### src/rtl/spi_target_if.sv
// SPI target bus bundle.
// Carries the serial pins (sck/cs_n/mosi in, miso/miso_oe out) together with the
// fabric side of the responder (tx_data in, rx_data/rx_valid/frame_error/busy out).
//   slave  : the spi_target responder
//   master : whoever drives the pins and consumes the received frames
interface spi_target_if #(
  parameter int unsigned SIZE = 40
);
  logic            sck_in;
  logic            cs_n_in;
  logic            mosi_in;
  logic            miso_out;
  logic            miso_oe_out;
  logic [SIZE-1:0] tx_data_in;
  logic [SIZE-1:0] rx_data_out;
  logic            rx_valid_out;
  logic            frame_error_out;
  logic            busy_out;

  modport slave (
    input  sck_in,
    input  cs_n_in,
    input  mosi_in,
    input  tx_data_in,
    output miso_out,
    output miso_oe_out,
    output rx_data_out,
    output rx_valid_out,
    output frame_error_out,
    output busy_out
  );

  modport master (
    output sck_in,
    output cs_n_in,
    output mosi_in,
    output tx_data_in,
    input  miso_out,
    input  miso_oe_out,
    input  rx_data_out,
    input  rx_valid_out,
    input  frame_error_out,
    input  busy_out
  );
endinterface

### src/rtl/spi_target.sv
// SPI responder (mode 3: CPOL=1, CPHA=1, MSB first, fixed SIZE-bit frames).
// Fully oversampled in clk_in, which must run at least 8x the SCK rate.
// Ports:
//   clk_in      : peripheral clock
//   reset_n_in  : asynchronous active-low reset
//   bus         : spi_target_if.slave
//                 sck_in/cs_n_in/mosi_in   asynchronous pins from the initiator
//                 miso_out/miso_oe_out     reply data and its output enable
//                 tx_data_in               reply frame, captured when CS asserts
//                 rx_data_out              last frame received with exactly SIZE bits
//                 rx_valid_out             1-cycle strobe, rx_data_out updated
//                 frame_error_out          1-cycle strobe, frame ended with wrong bit count
//                 busy_out                 frame in progress
module spi_target #(
  parameter int unsigned SIZE = 40
) (
  input logic         clk_in,
  input logic         reset_n_in,
  spi_target_if.slave bus
);

  localparam int unsigned CNT_WIDTH = $clog2(SIZE + 1);
  localparam logic [CNT_WIDTH-1:0] CntFull = CNT_WIDTH'(SIZE);
  localparam logic [CNT_WIDTH-1:0] CntSat  = CNT_WIDTH'(SIZE + 1);

  typedef enum logic [1:0] {
    StIdleWait,
    StIdle,
    StActive
  } state_e;

  // Synchronizers: meta -> sync, plus a prev stage for edge detection on sck/cs.
  logic sck_meta_q, sck_sync_q, sck_prev_q;
  logic cs_meta_q, cs_sync_q, cs_prev_q;
  logic mosi_meta_q, mosi_sync_q;

  always_ff @(posedge clk_in or negedge reset_n_in) begin
    if (!reset_n_in) begin
      sck_meta_q  <= 1'b1;
      sck_sync_q  <= 1'b1;
      sck_prev_q  <= 1'b1;
      cs_meta_q   <= 1'b1;
      cs_sync_q   <= 1'b1;
      cs_prev_q   <= 1'b1;
      mosi_meta_q <= 1'b0;
      mosi_sync_q <= 1'b0;
    end else begin
      sck_meta_q  <= bus.sck_in;
      sck_sync_q  <= sck_meta_q;
      sck_prev_q  <= sck_sync_q;
      cs_meta_q   <= bus.cs_n_in;
      cs_sync_q   <= cs_meta_q;
      cs_prev_q   <= cs_sync_q;
      mosi_meta_q <= bus.mosi_in;
      mosi_sync_q <= mosi_meta_q;
    end
  end

  logic sck_rise, sck_fall, cs_fall, cs_rise;

  assign sck_rise = sck_sync_q & ~sck_prev_q;
  assign sck_fall = ~sck_sync_q & sck_prev_q;
  assign cs_fall  = ~cs_sync_q & cs_prev_q;
  assign cs_rise  = cs_sync_q & ~cs_prev_q;

  // Frame state
  state_e               state_q, state_d;
  logic [1:0]           settle_q, settle_d;
  logic [CNT_WIDTH-1:0] count_q, count_d;
  logic [SIZE-1:0]      tx_shift_q, tx_shift_d;
  logic [SIZE-1:0]      rx_shift_q, rx_shift_d;
  logic                 miso_q, miso_d;
  logic                 miso_oe_q, miso_oe_d;
  logic                 busy_q, busy_d;
  logic                 end_ok_q, end_ok_d;
  logic                 end_err_q, end_err_d;

  always_comb begin
    state_d    = state_q;
    settle_d   = settle_q;
    count_d    = count_q;
    tx_shift_d = tx_shift_q;
    rx_shift_d = rx_shift_q;
    miso_d     = miso_q;
    miso_oe_d  = miso_oe_q;
    busy_d     = busy_q;
    end_ok_d   = 1'b0;
    end_err_d  = 1'b0;

    unique case (state_q)
      // The synchronizer stages reset to idle levels, so their contents only
      // reflect the real pins after three clocks. Let them refill before trusting
      // cs_n high; otherwise a frame still running at reset release would be
      // picked up half-way through.
      StIdleWait: begin
        if (settle_q != 2'd3) begin
          settle_d = settle_q + 2'd1;
        end else if (cs_sync_q) begin
          state_d = StIdle;
        end
      end

      StIdle: begin
        if (cs_fall) begin
          tx_shift_d = bus.tx_data_in;
          count_d    = '0;
          miso_d     = bus.tx_data_in[SIZE-1];
          miso_oe_d  = 1'b1;
          busy_d     = 1'b1;
          state_d    = StActive;
        end
      end

      StActive: begin
        // cs_rise wins over a coincident sck edge; that edge is dropped.
        if (cs_rise) begin
          miso_d    = 1'b0;
          miso_oe_d = 1'b0;
          busy_d    = 1'b0;
          state_d   = StIdle;
          if (count_q == CntFull) begin
            end_ok_d = 1'b1;
          end else begin
            end_err_d = 1'b1;
          end
        end else if (sck_fall) begin
          // The first falling edge precedes the first sample; the MSB is already
          // on the line from CS assertion.
          if (count_q != '0) begin
            tx_shift_d = {tx_shift_q[SIZE-2:0], 1'b0};
            miso_d     = tx_shift_q[SIZE-2];
          end
        end else if (sck_rise) begin
          rx_shift_d = {rx_shift_q[SIZE-2:0], mosi_sync_q};
          if (count_q != CntSat) begin
            count_d = count_q + CNT_WIDTH'(1);
          end
        end
      end

      default: state_d = StIdleWait;
    endcase
  end

  always_ff @(posedge clk_in or negedge reset_n_in) begin
    if (!reset_n_in) begin
      state_q    <= StIdleWait;
      settle_q   <= '0;
      count_q    <= '0;
      tx_shift_q <= '0;
      rx_shift_q <= '0;
      miso_q     <= 1'b0;
      miso_oe_q  <= 1'b0;
      busy_q     <= 1'b0;
      end_ok_q   <= 1'b0;
      end_err_q  <= 1'b0;
    end else begin
      state_q    <= state_d;
      settle_q   <= settle_d;
      count_q    <= count_d;
      tx_shift_q <= tx_shift_d;
      rx_shift_q <= rx_shift_d;
      miso_q     <= miso_d;
      miso_oe_q  <= miso_oe_d;
      busy_q     <= busy_d;
      end_ok_q   <= end_ok_d;
      end_err_q  <= end_err_d;
    end
  end

  // Result register. rx_shift is frozen once back in idle, so it can be copied
  // one cycle after the end-of-frame decision.
  logic [SIZE-1:0] rx_data_q, rx_data_d;
  logic            rx_valid_q, frame_error_q;

  always_comb begin
    rx_data_d = rx_data_q;
    if (end_ok_q) begin
      rx_data_d = rx_shift_q;
    end
  end

  always_ff @(posedge clk_in or negedge reset_n_in) begin
    if (!reset_n_in) begin
      rx_data_q     <= '0;
      rx_valid_q    <= 1'b0;
      frame_error_q <= 1'b0;
    end else begin
      rx_data_q     <= rx_data_d;
      rx_valid_q    <= end_ok_q;
      frame_error_q <= end_err_q;
    end
  end

  assign bus.miso_out        = miso_q;
  assign bus.miso_oe_out     = miso_oe_q;
  assign bus.busy_out        = busy_q;
  assign bus.rx_data_out     = rx_data_q;
  assign bus.rx_valid_out    = rx_valid_q;
  assign bus.frame_error_out = frame_error_q;

endmodule

### src/flat_wrapper.sv
// flat-port wrapper written by rule: the top's interface ports become plain ports
module spi_target_flat 
#(
  parameter int unsigned SIZE = 40
)
  (clk_in, reset_n_in, bus_sck_in, bus_cs_n_in, bus_mosi_in, bus_tx_data_in, bus_miso_out, bus_miso_oe_out, bus_rx_data_out, bus_rx_valid_out, bus_frame_error_out, bus_busy_out);
  spi_target_if #(.SIZE(SIZE)) bus_i ();
  input logic clk_in;
  input logic reset_n_in;
  input wire logic [$bits(bus_i.sck_in)-1:0] bus_sck_in;
  input wire logic [$bits(bus_i.cs_n_in)-1:0] bus_cs_n_in;
  input wire logic [$bits(bus_i.mosi_in)-1:0] bus_mosi_in;
  input wire logic [$bits(bus_i.tx_data_in)-1:0] bus_tx_data_in;
  output wire logic [$bits(bus_i.miso_out)-1:0] bus_miso_out;
  output wire logic [$bits(bus_i.miso_oe_out)-1:0] bus_miso_oe_out;
  output wire logic [$bits(bus_i.rx_data_out)-1:0] bus_rx_data_out;
  output wire logic [$bits(bus_i.rx_valid_out)-1:0] bus_rx_valid_out;
  output wire logic [$bits(bus_i.frame_error_out)-1:0] bus_frame_error_out;
  output wire logic [$bits(bus_i.busy_out)-1:0] bus_busy_out;
  assign bus_i.sck_in = bus_sck_in;
  assign bus_i.cs_n_in = bus_cs_n_in;
  assign bus_i.mosi_in = bus_mosi_in;
  assign bus_i.tx_data_in = bus_tx_data_in;
  assign bus_miso_out = bus_i.miso_out;
  assign bus_miso_oe_out = bus_i.miso_oe_out;
  assign bus_rx_data_out = bus_i.rx_data_out;
  assign bus_rx_valid_out = bus_i.rx_valid_out;
  assign bus_frame_error_out = bus_i.frame_error_out;
  assign bus_busy_out = bus_i.busy_out;
  spi_target #(.SIZE(SIZE)) u_core (.clk_in(clk_in), .reset_n_in(reset_n_in), .bus(bus_i));
endmodule
### config.mk
export PLATFORM = sky130hd
export DESIGN_NAME = spi_target_flat
export DESIGN_NICKNAME = d
export VERILOG_FILES = /design/src/rtl/spi_target_if.sv /design/src/rtl/spi_target.sv /design/src/flat_wrapper.sv
export SDC_FILE = /design/constraint.sdc
export NUM_CORES = 1
export LEC_CHECK = 0
export BUFFER_PORTS_ARGS = -buffer_cell sky130_fd_sc_hd__buf_4
export CAP_MARGIN = 15
export CORE_ASPECT_RATIO = 0.5
export CORE_UTILIZATION = 55
export DETAILED_ROUTE_END_ITERATION = 12
export MAX_ROUTING_LAYER = met4
export PLACE_DENSITY = 0.77
export SYNTH_ARGS = -nofsm -noshare
export SYNTH_HDL_FRONTEND = slang
export SYNTH_SLANG_ARGS = --single-unit
export TNS_END_PERCENT = 10
### constraint.sdc
create_clock -name clk_in -period 2.6 [get_ports clk_in]
set_clock_uncertainty 0.1 [all_clocks]
set_input_delay 0.26 -clock clk_in [delete_from_list [all_inputs] [get_ports clk_in]]
set_output_delay 0.26 -clock clk_in [all_outputs]
set_load 0.02 [all_outputs]
==> impl_metrics.json <==
{
  "num_antenna_cells": 0,
  "hpwlAfterDp_um": 6570,
  "drtIter0Drc": 154,
  "routedWlPerCell_um": 15.6,
  "grt_start_max_net_pins": 74,
  "hold_path_class": "primary input to flip-flop",
  "cp_data_required_time_ns": 2.82,
  "drc": 0,
  "viasPerCell": 5.34,
  "worstSetupStartpointType": "flip-flop",
  "clockBufferDepth": 2,
  "end_kind": "flip-flop",
  "ys_ff_latch": 143,
  "die_w_um": 151,
  "fin_hold_ws_ns": 0.0143,
  "crit_type": "flip-flop to flip-flop",
  "syn_area_per_cell_um2": 15.1,
  "met2_usage": 0.286,
  "first_pass_iters": 4,
  "hold_violations": 0,
  "fin_crit_ns": 2.18,
  "fin_nets": 561,
  "antenna_found_initial": 0,
  "synth_nets": 459,
  "grt_busiest_layer": "met2",
  "final_util": 0.724,
  "grt_use_total": 0.203,
  "leakage_nw": 3.68,
  "gp_congestion": 0.829,
  "power_density_nw_per_um2": 967,
  "dieArea_um2": 11600,
  "cts_made_buffers": 17,
  "core_region_area_um2": 10500,
  "finalCritPeriodShare": 0.837,
  "totalWireLength_um": 10200,
  "ant_nets": 0,
  "die_y_um": 76.5,
  "port_buffers": 89,
  "max_slew_margin": 0.558,
  "ioPinCount": 90,
  "rsz0062_at_grt": "no",
  "insertion_delay_ns": 0.41,
  "cts_resized": 0,
  "crit_path_max_fanout": 17,
  "syn_area_um2": 6100,
  "htree_levels": 4,
  "grt_pass1_wl_um": 17600,
  "status": "completed",
  "crit_family": "buffers and inverters",
  "ys_seq_area_frac": 0.587,
  "cts_tree": "yes",
  "cp_common_cell": "inv_1",
  "num_rows": 26,
  "grt_util_met3": 0.0581,
  "setup_viol": 0,
  "clkTransAtPathRegs_ns": 0.06,
  "worst_pin_slew_ns": 0.663,
  "ys_types": 46,
  "critPathMaxStageDelay_ns": 0.54,
  "path_buf_inv": 3,
  "grt_pass1_vias": 3560,
  "drv_slew": 0,
  "worst_path_max_delay_cell": "or4_1",
  "syn_inst": 405,
  "via_count": 3513,
  "drive_above_1_share": 0.585,
  "yosysWarnings": 0,
  "irDropWorstVdd_mv": 0.610,
  "worst_ep_arrival_time_ns": 2.40,
  "start_util": 0.581,
  "tns_ns": 0,
  "syn_to_final_growth_pct": 24.7,
  "path_cells": "inv_1, ha_2, buf_4, inv_1, or4_1, o211ai_1",
  "gr-total-overflow": 0,
  "fill_cells": 736,
  "use_met1": 0.278,
  "fmax_mhz": 459,
  "clockRootBuffer": "clkbuf_16",
  "max_cap_viol_count": 0,
  "cts_sinks": 143
}
## per-stage QoR
| stage | worst slack [ns] | area (um2) | power (mW) | instances |
|---|---|---|---|---|
| 2_1_floorplan | 0.612 | 6100 | 4.48 | 405 |
| 3_3_place_gp | 0.455 | 6950 | 4.78 | 624 |
| 6_report | 0.423 | 7610 | 7.36 | 658 |
| 4_1_cts | 0.429 | 7610 | 7.44 | 658 |
| 5_1_grt | 0.255 | 7610 | 7.74 | 658 |
| 3_5_place_dp | 0.445 | 6950 | 4.84 | 624 |
## logic make-up after synthesis
group,Yosys count,synth area share
AND/OR/NAND/NOR,38,0.0357
buffers and inverters,31,0.0260
flip-flops,143,0.587
AO/OA/AOI/OAI,22,0.0291
adder cells (fa/ha/maj),9,0.0184
multiplexers,161,0.302
XOR/XNOR,1,0.00143
## placed cells by master (no fill, tap or decap), drive strengths merged, types with 2 or more instances in the layout
cell type,count
a211oi,2
a21boi,2
a21oi,3
buf,100
bufinv,4
clkbuf,18
clkinv,3
dfrtp,137
dfstp,6
dlygate4sd3,4
ha,9
inv,14
mux2,158
mux2i,3
nand2,6
nand2b,4
nand3,9
nand4,2
nor2,6
nor2b,2
nor3,2
o211ai,2
o21ai,3
o31ai,2
or4,2
## what timing repair did
item                                   4_1_cts  5_1_grt
buffers inserted                             0        0
endpoints found under the hold margin       66        0
hold buffers                                 4        0
## worst paths after layout
| check | from | to | slack (ns) | cells past startpoint |
|---|---|---|---|---|
| max | u_core.state_q[0] | u_core.count_q[5] | 0.42 | 6 |
| min | bus_tx_data_in[0] | u_core.tx_shift_q[0] | 0.01 | 2 |
| max reg2reg | u_core.state_q[0] | u_core.count_q[5] | 0.42 | 6 |
| min reg2reg | u_core.end_err_q | u_core.bus.frame_error_out | 0.25 | 0 |
| max in group asynchronous | reset_n_in | u_core.rx_shift_q[20] | 1.39 | 3 |
| min in group asynchronous | reset_n_in | u_core.tx_shift_q[27] | 0.33 | 2 |
## power by group
part	internal (mW)	switching (mW)
registers	2.65	0.224
clock network	1.63	0.933
logic	1.14	0.789
total	5.41	1.95
## area by class of cell
cell class | count | area [um2] | area share
clock buffers | 18 | 439 | 0.0577
clock inverters | 12 | 181 | 0.0238
inverters | 10 | 37.5 | 0.00493
multi-input cells | 231 | 2370 | 0.311
flip-flops and latches | 143 | 3590 | 0.471
well taps | 140 | 175 | 0.0230
repair buffers | 104 | 820 | 0.108
## state kept, by name, summed over array words and instances (netlist names), 2 cells and up
register                count
u_core.bus.rx_data_out     40
u_core.count_q              6
u_core.rx_shift_q          40
u_core.settle_q             2
u_core.state_q              2
u_core.tx_shift_q          39
## per-layer routing
layer | vias up | part of all wire
li1 | 1661 | -
met1 | 1768 | 0.48
met2 | 76 | 0.46
met3 | 8 | 0.046
met4 | 0 | 0.0082
met5 | - | 0
## cells in the mapped netlist (all sizes together)
cell | n | area share
o21ai | 3 | 0.0025
a21oi | 3 | 0.0031
a31o | 1 | 0.0014
o311ai | 1 | 0.0014
a211oi | 2 | 0.0025
o31ai | 2 | 0.0025
or3 | 1 | 0.0010
nor2 | 6 | 0.0037
nand2 | 6 | 0.0037
buf | 17 | 0.017
nand3b | 1 | 0.0012
nand2b | 4 | 0.0053
clkbuf | 4 | 0.0027
a41o | 1 | 0.0016
nand3 | 9 | 0.0074
dfstp | 6 | 0.026
ha | 9 | 0.018
mux2i | 3 | 0.0049
or2 | 1 | 0.0010
nor3b | 1 | 0.0012
o211ai | 2 | 0.0025
dfrtp | 137 | 0.56
nand4bb | 1 | 0.0018
a21boi | 2 | 0.0043
or4 | 2 | 0.0025
a32o | 1 | 0.0016
nor2b | 2 | 0.0020
xnor2 | 1 | 0.0014
o21bai | 1 | 0.0012
nor3 | 2 | 0.0016
o22a | 1 | 0.0014
inv | 10 | 0.0061
nand4 | 2 | 0.0031
mux2 | 158 | 0.30
a221o | 1 | 0.0016
o32ai | 1 | 0.0014
Note: power is estimated with default switching activity, not from simulation.
